File: config.mk
export PLATFORM = sky130hd
export DESIGN_NAME = reorder_buffer_mc
export DESIGN_NICKNAME = d
export VERILOG_FILES = /design/src/rtl/reorder_buffer_mc.sv
export SDC_FILE = /design/constraint.sdc
export NUM_CORES = 2
export LEC_CHECK = 0
export CAP_MARGIN = 20
export CORE_MARGIN = 5
export CORE_UTILIZATION = 55
export CTS_CLUSTER_DIAMETER = 30
export DETAILED_ROUTE_END_ITERATION = 6
export PLACE_DENSITY_LB_ADDON = 0.12
export SETUP_SLACK_MARGIN = 0.2
export SYNTH_ARGS = -nofsm -noshare
export SYNTH_HDL_FRONTEND = slang
export SYNTH_SLANG_ARGS = --single-unit
export TNS_END_PERCENT = 10
File: constraint.sdc
create_clock -name clk_in -period 20.4 [get_ports clk_in]
set_input_delay 2.04 -clock clk_in [delete_from_list [all_inputs] [get_ports clk_in]]
set_output_delay 2.04 -clock clk_in [all_outputs]
set_load 0.005 [all_outputs]
File: src/rtl/reorder_buffer_mc.sv
// reorder_buffer_mc
//   Multi-commit reorder buffer. One instruction is allocated per cycle at
//   the tail, results arrive on WB_PORTS writeback channels, and up to
//   COMMIT_W completed entries retire per cycle, in order, from the head.
//
// Ports
//   clk_in, rst_in        clock, synchronous active-high reset
//   rdy_in                global enable; low freezes all state and outputs
//   issue_*               allocation request (kind, rd, pc, imm, prediction)
//   wb_valid/idx/val      flattened writeback channels, highest port wins
//   mem_busy              memory unit cannot take a store release
//   full/empty/count      occupancy (derived from the registered count)
//   head_idx/tail_idx     oldest entry / next allocation slot
//   cm_valid/rd/val/idx   per-slot registered commit bus
//   st_release            store at head may write memory
//   br_upd/taken/correct/pc  branch-predictor update
//   flush/flush_pc        pipeline redirect
//
// Optional build macro
//   ROB_STATS_EN adds stat_commits / stat_flushes free-running counters.

module reorder_buffer_mc #(
  parameter int DEPTH    = 16,
  parameter int IDX_W    = 4,
  parameter int WB_PORTS = 2,
  parameter int COMMIT_W = 2
) (
  input  logic                         clk_in,
  input  logic                         rst_in,
  input  logic                         rdy_in,
  input  logic                         issue_valid,
  input  logic [2:0]                   issue_kind,
  input  logic [4:0]                   issue_rd,
  input  logic [31:0]                  issue_pc,
  input  logic [31:0]                  issue_imm,
  input  logic                         issue_pred,
  input  logic [WB_PORTS-1:0]          wb_valid,
  input  logic [WB_PORTS*IDX_W-1:0]    wb_idx,
  input  logic [WB_PORTS*32-1:0]       wb_val,
  input  logic                         mem_busy,
  output logic                         full,
  output logic                         empty,
  output logic [IDX_W:0]               count,
  output logic [IDX_W-1:0]             head_idx,
  output logic [IDX_W-1:0]             tail_idx,
  output logic [COMMIT_W-1:0]          cm_valid,
  output logic [COMMIT_W*5-1:0]        cm_rd,
  output logic [COMMIT_W*32-1:0]       cm_val,
  output logic [COMMIT_W*IDX_W-1:0]    cm_idx,
  output logic                         st_release,
  output logic                         br_upd,
  output logic                         br_taken,
  output logic                         br_correct,
  output logic [31:0]                  br_pc,
  output logic                         flush,
  output logic [31:0]                  flush_pc
`ifdef ROB_STATS_EN
  ,
  output logic [31:0]                  stat_commits,
  output logic [31:0]                  stat_flushes
`endif
);

  localparam logic [2:0]     K_STORE = 3'd2;
  localparam logic [2:0]     K_BR    = 3'd3;
  localparam logic [2:0]     K_JALR  = 3'd4;
  localparam logic [IDX_W:0] DEPTH_C = (IDX_W+1)'(DEPTH);

  // Entry control state (reset) and payload (not reset).
  logic              ent_vld  [DEPTH];
  logic              ent_rdy  [DEPTH];
  logic [2:0]        ent_kind [DEPTH];
  logic [4:0]        ent_rd   [DEPTH];
  logic [31:0]       ent_pc   [DEPTH];
  logic [31:0]       ent_imm  [DEPTH];
  logic              ent_pred [DEPTH];
  logic signed [31:0] ent_res [DEPTH];

  logic [IDX_W-1:0]  head_q;
  logic [IDX_W-1:0]  tail_q;
  logic [IDX_W:0]    count_q;

  assign head_idx = head_q;
  assign tail_idx = tail_q;
  assign count    = count_q;
  assign full     = (count_q == DEPTH_C);
  assign empty    = (count_q == '0);

  logic do_issue;
  logic clear_all;

  // Full is taken from the registered count, so an issue in the same cycle
  // as a retirement from a full buffer is still dropped.
  assign do_issue  = issue_valid && !full;
  assign clear_all = rst_in || (rdy_in && flush);

  // ---- stage p0: commit decision on registered entry state ----
  logic [COMMIT_W-1:0]       ret_mask_p0;
  logic [IDX_W:0]            ret_n_p0;
  logic [COMMIT_W-1:0]       cmv_p0;
  logic [COMMIT_W*5-1:0]     cmrd_p0;
  logic [COMMIT_W*32-1:0]    cmval_p0;
  logic [COMMIT_W*IDX_W-1:0] cmidx_p0;
  logic                      st_p0;
  logic                      brupd_p0;
  logic                      brtaken_p0;
  logic                      brcorr_p0;
  logic [31:0]               brpc_p0;
  logic                      flush_p0;
  logic [31:0]               flushpc_p0;

  always_comb begin
    logic [IDX_W-1:0] sidx;
    logic             go;
    logic             stop;
    ret_mask_p0 = '0;
    ret_n_p0    = '0;
    cmv_p0      = '0;
    cmrd_p0     = '0;
    cmval_p0    = '0;
    cmidx_p0    = '0;
    st_p0       = 1'b0;
    brupd_p0    = 1'b0;
    brtaken_p0  = 1'b0;
    brcorr_p0   = 1'b0;
    brpc_p0     = '0;
    flush_p0    = 1'b0;
    flushpc_p0  = '0;
    stop        = 1'b0;
    sidx        = '0;
    go          = 1'b0;
    for (int s = 0; s < COMMIT_W; s++) begin
      sidx = head_q + IDX_W'(s);
      go   = !stop && ent_vld[sidx] && ent_rdy[sidx];
      // Stores release only from the oldest slot and only when memory is free.
      if (ent_kind[sidx] == K_STORE && (s != 0 || mem_busy))
        go = 1'b0;
      if (!go) begin
        stop = 1'b1;
      end else begin
        ret_mask_p0[s]               = 1'b1;
        ret_n_p0                     = ret_n_p0 + (IDX_W+1)'(1);
        cmv_p0[s]                    = 1'b1;
        cmidx_p0[s*IDX_W +: IDX_W]   = sidx;
        cmval_p0[s*32 +: 32]         = ent_res[sidx];
        case (ent_kind[sidx])
          K_STORE: st_p0 = 1'b1;
          K_BR: begin
            stop       = 1'b1;
            brupd_p0   = 1'b1;
            brtaken_p0 = ent_res[sidx][0];
            brcorr_p0  = (ent_pred[sidx] == ent_res[sidx][0]);
            brpc_p0    = ent_pc[sidx];
            if (ent_pred[sidx] != ent_res[sidx][0]) begin
              flush_p0   = 1'b1;
              flushpc_p0 = ent_res[sidx][0] ? ent_pc[sidx] + ent_imm[sidx]
                                            : ent_pc[sidx] + 32'd4;
            end
          end
          K_JALR: begin
            stop                 = 1'b1;
            cmrd_p0[s*5 +: 5]    = ent_rd[sidx];
            cmval_p0[s*32 +: 32] = ent_pc[sidx] + 32'd4;
            flush_p0             = 1'b1;
            flushpc_p0           = {ent_res[sidx][31:1], 1'b0};
          end
          default: cmrd_p0[s*5 +: 5] = ent_rd[sidx];
        endcase
      end
    end
  end

  // ---- stage p1: registered state and commit outputs ----
  always_ff @(posedge clk_in) begin
    if (clear_all) begin
      for (int i = 0; i < DEPTH; i++) begin
        ent_vld[i] <= 1'b0;
        ent_rdy[i] <= 1'b0;
      end
      head_q     <= '0;
      tail_q     <= '0;
      count_q    <= '0;
      cm_valid   <= '0;
      cm_rd      <= '0;
      cm_val     <= '0;
      cm_idx     <= '0;
      st_release <= 1'b0;
      br_upd     <= 1'b0;
      br_taken   <= 1'b0;
      br_correct <= 1'b0;
      br_pc      <= '0;
      flush      <= 1'b0;
      flush_pc   <= '0;
    end else if (rdy_in) begin
      for (int k = 0; k < WB_PORTS; k++) begin
        if (wb_valid[k] && ent_vld[wb_idx[k*IDX_W +: IDX_W]])
          ent_rdy[wb_idx[k*IDX_W +: IDX_W]] <= 1'b1;
      end
      for (int s = 0; s < COMMIT_W; s++) begin
        if (ret_mask_p0[s])
          ent_vld[cmidx_p0[s*IDX_W +: IDX_W]] <= 1'b0;
      end
      if (do_issue) begin
        ent_vld[tail_q] <= 1'b1;
        ent_rdy[tail_q] <= 1'b0;
        tail_q          <= tail_q + IDX_W'(1);
      end
      head_q     <= head_q + ret_n_p0[IDX_W-1:0];
      count_q    <= count_q + (IDX_W+1)'(do_issue) - ret_n_p0;
      cm_valid   <= cmv_p0;
      cm_rd      <= cmrd_p0;
      cm_val     <= cmval_p0;
      cm_idx     <= cmidx_p0;
      st_release <= st_p0;
      br_upd     <= brupd_p0;
      br_taken   <= brtaken_p0;
      br_correct <= brcorr_p0;
      br_pc      <= brpc_p0;
      flush      <= flush_p0;
      flush_pc   <= flushpc_p0;
    end
  end

  // Payload storage; qualified by the same conditions as the control path.
  always_ff @(posedge clk_in) begin
    if (rdy_in && !rst_in && !flush) begin
      if (do_issue) begin
        ent_kind[tail_q] <= issue_kind;
        ent_rd[tail_q]   <= issue_rd;
        ent_pc[tail_q]   <= issue_pc;
        ent_imm[tail_q]  <= issue_imm;
        ent_pred[tail_q] <= issue_pred;
      end
      for (int k = 0; k < WB_PORTS; k++) begin
        if (wb_valid[k] && ent_vld[wb_idx[k*IDX_W +: IDX_W]])
          ent_res[wb_idx[k*IDX_W +: IDX_W]] <= wb_val[k*32 +: 32];
      end
    end
  end

`ifdef ROB_STATS_EN
  // Statistics survive pipeline flushes; only reset clears them.
  always_ff @(posedge clk_in) begin
    if (rst_in) begin
      stat_commits <= '0;
      stat_flushes <= '0;
    end else if (rdy_in && !flush) begin
      stat_commits <= stat_commits + 32'(ret_n_p0);
      if (flush_p0)
        stat_flushes <= stat_flushes + 32'd1;
    end
  end
`endif

endmodule

# After elaboration in Yosys (flattened, before gate mapping)
# Memory sizes are Yosys's and may differ from the RTL's. A register that Yosys moved wholly into a read port is not among the register bits.
# Cells that the tools add are included.
[totals]
ff_bits = 166
mem_bits_rw = 1712
inputBits = 152
output_inout_bits = 168
elab_cells = 181
memories = 8
[classes]
add_sub_neg = 10
eq_ne = 11
mux = 112
reduce_logical = 26
[memory_table]
columns = ["memory", "words", "width", "read_ports", "rd_clocked_by_memory_dff", "write_ports", "line", "rtl"]
rows = [
  ["ent_imm", 16, 32, 2, 1, 1, "75", "logic [31:0] ent_imm [DEPTH];"],
  ["ent_pc", 16, 32, 2, 1, 1, "74", "logic [31:0] ent_pc [DEPTH];"],
  ["ent_res", 16, 32, 2, 1, 2, "77", "logic signed [31:0] ent_res [DEPTH];"],
  ["ent_rd", 16, 5, 2, 1, 1, "73", "logic [4:0] ent_rd [DEPTH];"],
  ["ent_kind", 16, 3, 2, 1, 1, "72", "logic [2:0] ent_kind [DEPTH];"],
  ["ent_pred", 16, 1, 2, 1, 1, "76", "logic ent_pred [DEPTH];"],
  ["+2 memories", "-", "-", "-", "-", "-", "-", ""],
]
[ops]
columns = ["operator", "n"]
rows = [
  ["$mux 32", 14],
  ["$pmux 32 s2", 2],
  ["$mux 4", 24],
  ["$mux 1", 65],
  ["$add 32x3->32 const B", 2],
  ["$add 32x32->32", 2],
  ["$mux 5", 4],
  ["$eq 3x2->1 const B", 4],
  ["$logic_and 1x1->1", 10],
  ["$add 4x1->4 const B", 2],
  ["$eq 3x3->1 const B", 2],
  ["$reduce_or 1->1", 6],
  ["$reduce_or 2->1", 3],
  ["$add 5x1->5", 1],
  ["$eq 5x5->1 const B", 1],
  ["$logic_not 5->1", 1],
  ["$sub 5x5->5", 1],
  ["$add 4x4->4", 1],
  ["$logic_not 1->1", 4],
  ["$pmux 1 s2", 2],
  ["$add 1x1->2 const B", 1],
  ["$eq 1x1->1", 2],
  ["$mux 2", 1],
  ["$ne 1x1->1", 2],
  ["other kinds (2)", 2],
]

# Longest topological paths before layout
[logic_depth]
word_depth = 14
mapped_depth = 27
ltp_nobuf = 23

# Least setup slack after synthesis
# OpenSTA, ideal clock, no wires.
[synth_path]
path_type = "input-to-reg"
from = "input port rdy_in"
to = "memory ent_imm[2][0], enable pin"
arrival_ps = 8031
required_time_ps = 19801
setup_slack_ps = 11770
path_stages = 5
n_path_buf = 0
cell_sequence = "a21oi_1 -> nand2_1 -> nor2_1 -> nand2_1 -> nor3_1"
[synth_between]
elab_chain_cells = 4
[synth_lines]
columns = ["item", "line", "rtl"]
rows = [
  ["start, declared", "30", "input logic rdy_in,"],
  ["$logic_and 1x1->1 (2 in series)", "226", "if (rdy_in && !rst_in && !flush) begin"],
  ["$mux 1", "226", ""],
  ["$mux 1 (not written as such)", "231", "ent_imm[tail_q] <= issue_imm;"],
  ["end, declared", "75", ""],
]
# Every way passes these cells.

# Worst setup path in the final report
[layout_path]
from = "register head_q[0], in the netlist head_idx[0]"
to = "register flush_pc[31]"
[layout_between]
elab_chain_cells = 7
word_cells_on_any_way = 21
[layout_lines]
columns = ["item", "line", "rtl"]
rows = [
  ["start, declared", "79", "logic [IDX_W-1:0] head_q;"],
  ["start signal, assigned", "208", "head_q <= head_q + ret_n_p0[IDX_W-1:0];"],
  ["$add 4x1->4 *", "133", "sidx = head_q + IDX_W'(s);"],
  ["$mem_v2 16x32 (on tied branches)", "-", ""],
  ["$add 32x3->32 / $add 32x32->32 (equally long branches)", "157, 156", ""],
  ["$mux 32", "156", "flushpc_p0 = ent_res[sidx][0] ? ent_pc[sidx] + ent_imm[sidx]"],
  ["$mux 32", "154", "if (ent_pred[sidx] != ent_res[sidx][0]) begin"],
  ["$pmux 32 s2", "146", "case (ent_kind[sidx])"],
  ["$mux 32 *", "138", "if (!go) begin"],
  ["end signal, assigned", "220", "flush_pc <= flushpc_p0;"],
  ["end, declared", "56", "output logic [31:0] flush_pc"],
]
# Mark *: on every way between the ends. The rest lies on a longest branch, timed or not.
# A chain may end at the register's enable or synchronous reset.

==> results.py <==
metrics = {
    "route": {
        "vias_per_cell": 7.221,
        "firstDrtPassIters": 7,
        "vias": 64270,
        "drt-initial-drc-count": 8906,
        "drt_wl_total_um": 345500,
        "drc": 0,
        "antenna_left": 0,
        "wl_per_cell_um": 38.82,
    },
    "worst_hold_path": {
        "hold_path_depth": 2,
        "hp-start": "cm_valid[1]",
        "hold_path.class": "register to register",
        "hold_path_end": "cm_valid[1]",
    },
    "worst_setup_path": {
        "crit_fanout": 115,
        "r2r-end": "flush_pc[31]",
        "end_kind": "register",
        "ff2ff_path_depth": 17,
        "crit_slowest_cell": "buf_4",
        "rrSetupSlack_ps": 12180,
        "startpoint_type": "register",
        "cpPeakStageDelay_ps": 820,
        "critical-path-top-delay-family": "buffers and inverters",
        "critical_path_arrival_ps": 9050,
        "worst-path-buf-inv": 3,
        "path_class": "register to register",
        "worst-path-stages": 17,
        "crit_required_ps": 21230,
        "regToRegStartpoint": "head_idx[0]",
        "crit_chain": "ha_4 > buf_12 > buf_4 > buf_4 > mux4_2 > mux4_2 > ha_1 > nand4_1 > nor4_1 > nand3_1 > o311ai_0 > o211ai_1 > a211oi_1 > a31oi_1 > xnor2_1 > a221oi_1 > a21oi_1",
    },
    "die": {
        "io_pins": 320,
        "die_h_um": 430.7,
        "rows": 154,
        "die_area_mm2": 0.1855,
        "initial_core_util_pct": 55.27,
        "die_x_um": 430.7,
        "core_mm2": 0.1761,
    },
    "place": {
        "post-dp-hpwl_um": 210700,
        "dp_cells": 8097,
        "place_congestion": 1.019,
        "place_ws_ps": 12380,
        "placement.cell_area_mm2": 0.1029,
        "port_buffers": 319,
    },
    "power": {
        "cellPowerDensity_mw_per_mm2": 99.59,
        "ir_drop_mv": 0.07836,
        "power_mw": 11.67,
        "leakage_nw": 37.67,
    },
    "global_route": {
        "grt_pass1_vias": 64810,
        "use_met3_pct": 10.14,
        "grt_util_met2_pct": 56.25,
        "grt_pass1_wl_um": 486800,
        "grt_util_met1_pct": 46.38,
        "grt_overflow_total": 0,
        "grt_max_degree": 119,
        "antenna_found_initial": 40,
        "busiest_layer": "met2",
        "grt_usage_pct": 37.03,
    },
    "layout": {
        "layout-drive-gt1-share_pct": 37.59,
        "syn2layout_area_growth_pct": 20.40,
        "layoutNonFillerInstCount": 8900,
        "fin_util_pct": 66.54,
        "finalInstanceArea_mm2": 0.1172,
        "layout_common_cells": "edfxtp_1 (1680), mux4_2 (988), mux2_2 (519), clkbuf_16 (431), nand2_1 (335)",
        "final_nets": 6418,
        "layout_commonest_cell": "edfxtp_1",
    },
    "sta": {
        "worst_pin_slew_ps": 1212,
        "fin_skew_ps": 63.45,
        "post-route-period-util_pct": 40.28,
        "tns_ps": 0,
        "period_minus_slack_ps": 8218,
        "slew_violations": 0,
        "finalSetupViolCount": 0,
        "fmax_ghz": 0.1217,
        "layout_setup_ws_ps": 12180,
        "relSlewSlack_pct": 18.33,
        "finalHoldViolations": 0,
        "rsz0062_at_grt": "no",
        "holdWs_ps": 446.8,
    },
    "clock_tree": {
        "cts.sinks": 1882,
        "numCtsBuffers": 422,
        "ctsRootBufferMaster": "clkbuf_16",
        "cts_buffer_depth": 4,
        "cts_tree": "built",
        "postCtsHoldBufs": 0,
        "cts_setup_buffers": 0,
        "clkLatencyLatePin_ps": 1000,
        "htreeDepth": 5,
        "cts_resized": 0,
        "clk_pin_slew_ps": 50,
    },
    "synthesis": {
        "synth_cell_types": 101,
        "syn_area_mm2": 0.09734,
        "ys_warn_count": 0,
        "syn_nets": 5998,
        "yosys_register_bits": 1882,
        "ys_seq_area_share_pct": 55.98,
        "syn_avg_cell_area_um2": 16.89,
        "yosys_most_used_dff": "edfxtp_1",
        "synth-edff-count": 1680,
        "synthArstFlopShare_pct": 0,
        "syn-instance-count": 5763,
    },
    "flow_run": {
        "maxCapViolCount": 0,
    },
    "status": {
        "outcome": "finished, final reports clean",
    },
}
-- synth_stat cells, types with 17 or more instances --
cell      count  area share [%]
edfxtp_1   1680              52
buf_1        27            0.10
clkbuf_1    243            0.94
nand2b_1     24            0.15
dfxtp_1     202             4.2
nor2_1      236            0.91
a221oi_1     53            0.48
buf_6        28            0.32
nand3_1      81            0.42
buf_4        43            0.33
mux4_1       17            0.46
xnor2_1      80            0.72
inv_1        55            0.21
nand4_1      29            0.19
mux4_2      988              23
a31oi_1      22            0.14
o211ai_1     20            0.15
xor2_1       58            0.52
ha_1         79             1.0
mux2_2      519             6.0
nor3_1       59            0.30
a21oi_1     169            0.87
o21ai_0     104            0.53
nand2_1     335             1.3
buf_2       122            0.63
mux2i_1      59            0.61
a21o_1       34            0.26
a22oi_1      55            0.42
-- kinds of logic (layout without fill, tap and decap cells) --
logic type               Yosys count  count (layout)  share of synthesized area (%)
adder cells (fa/ha/maj)           83              83                          1.098
other                              0              27                              0
buffers and inverters            539            1309                          2.762
AO/OA/AOI/OAI                    661             661                          4.713
AND/OR/NAND/NOR                  867             867                          4.036
XOR/XNOR                         140             140                          1.275
flip-flops                      1882            1882                          55.98
multiplexers                    1591            1591                          30.13
-- per-layer routing --
metal	wire, µm	up-vias
met5	162	-
met4	29270	24
met3	40000	1192
met2	158900	4783
met1	117200	33200
li1	-	25070
-- sequential cells by signal, indices dropped and copies added (netlist names), named ones only --
signal      flops
count           5
br_taken        1
tail_idx        4
ent_rd         80
ent_vld        16
flush_pc       32
br_correct      1
head_idx        4
ent_kind       48
ent_res       512
flush           1
st_release      1
cm_val         64
ent_imm       512
ent_rdy        16
ent_pred       16
cm_valid        2
cm_rd          10
ent_pc        512
br_pc          32
br_upd          1
cm_idx          8
-- tightest hold or removal path: cells and delay by family, from the launching register on --
family | cells | cell delay [ps]
flops | 1 | 300
simple gates | 2 | 100
-- cell type report --
class	instances	area (µm²)
Clock buffer	494	11120
Antenna cell	27	67.56
Fill cell	11900	58920
Inverter	60	236.5
Clock inverter	280	3119
Timing Repair Buffer	475	4497
Tap cell	2340	2928
Multi-Input combinational cell	3342	40720
Sequential cell	1882	54510
-- worst max path at each step --
stage | endpoint | slack (ps) | start
2_1_floorplan | ent_imm[2][0] | 11770 | rdy_in
3_5_place_dp | flush_pc[31] | 12380 | head_idx[0]
3_3_place_gp | flush_pc[31] | 12390 | head_idx[0]
4_1_cts | flush_pc[31] | 12330 | head_idx[0]
5_1_grt | flush_pc[31] | 11710 | head_idx[0]
6_report | flush_pc[31] | 12180 | head_idx[0]
-- power by group --
part	leakage [nW]	total [mW]	switching, mW	internal [mW]
Sequential	16.7	4.24	0.0194	4.22
Clock	6.90	6.76	2.19	4.57
Combinational	14.0	0.663	0.387	0.275
Power figures use the tool's default switching activity.
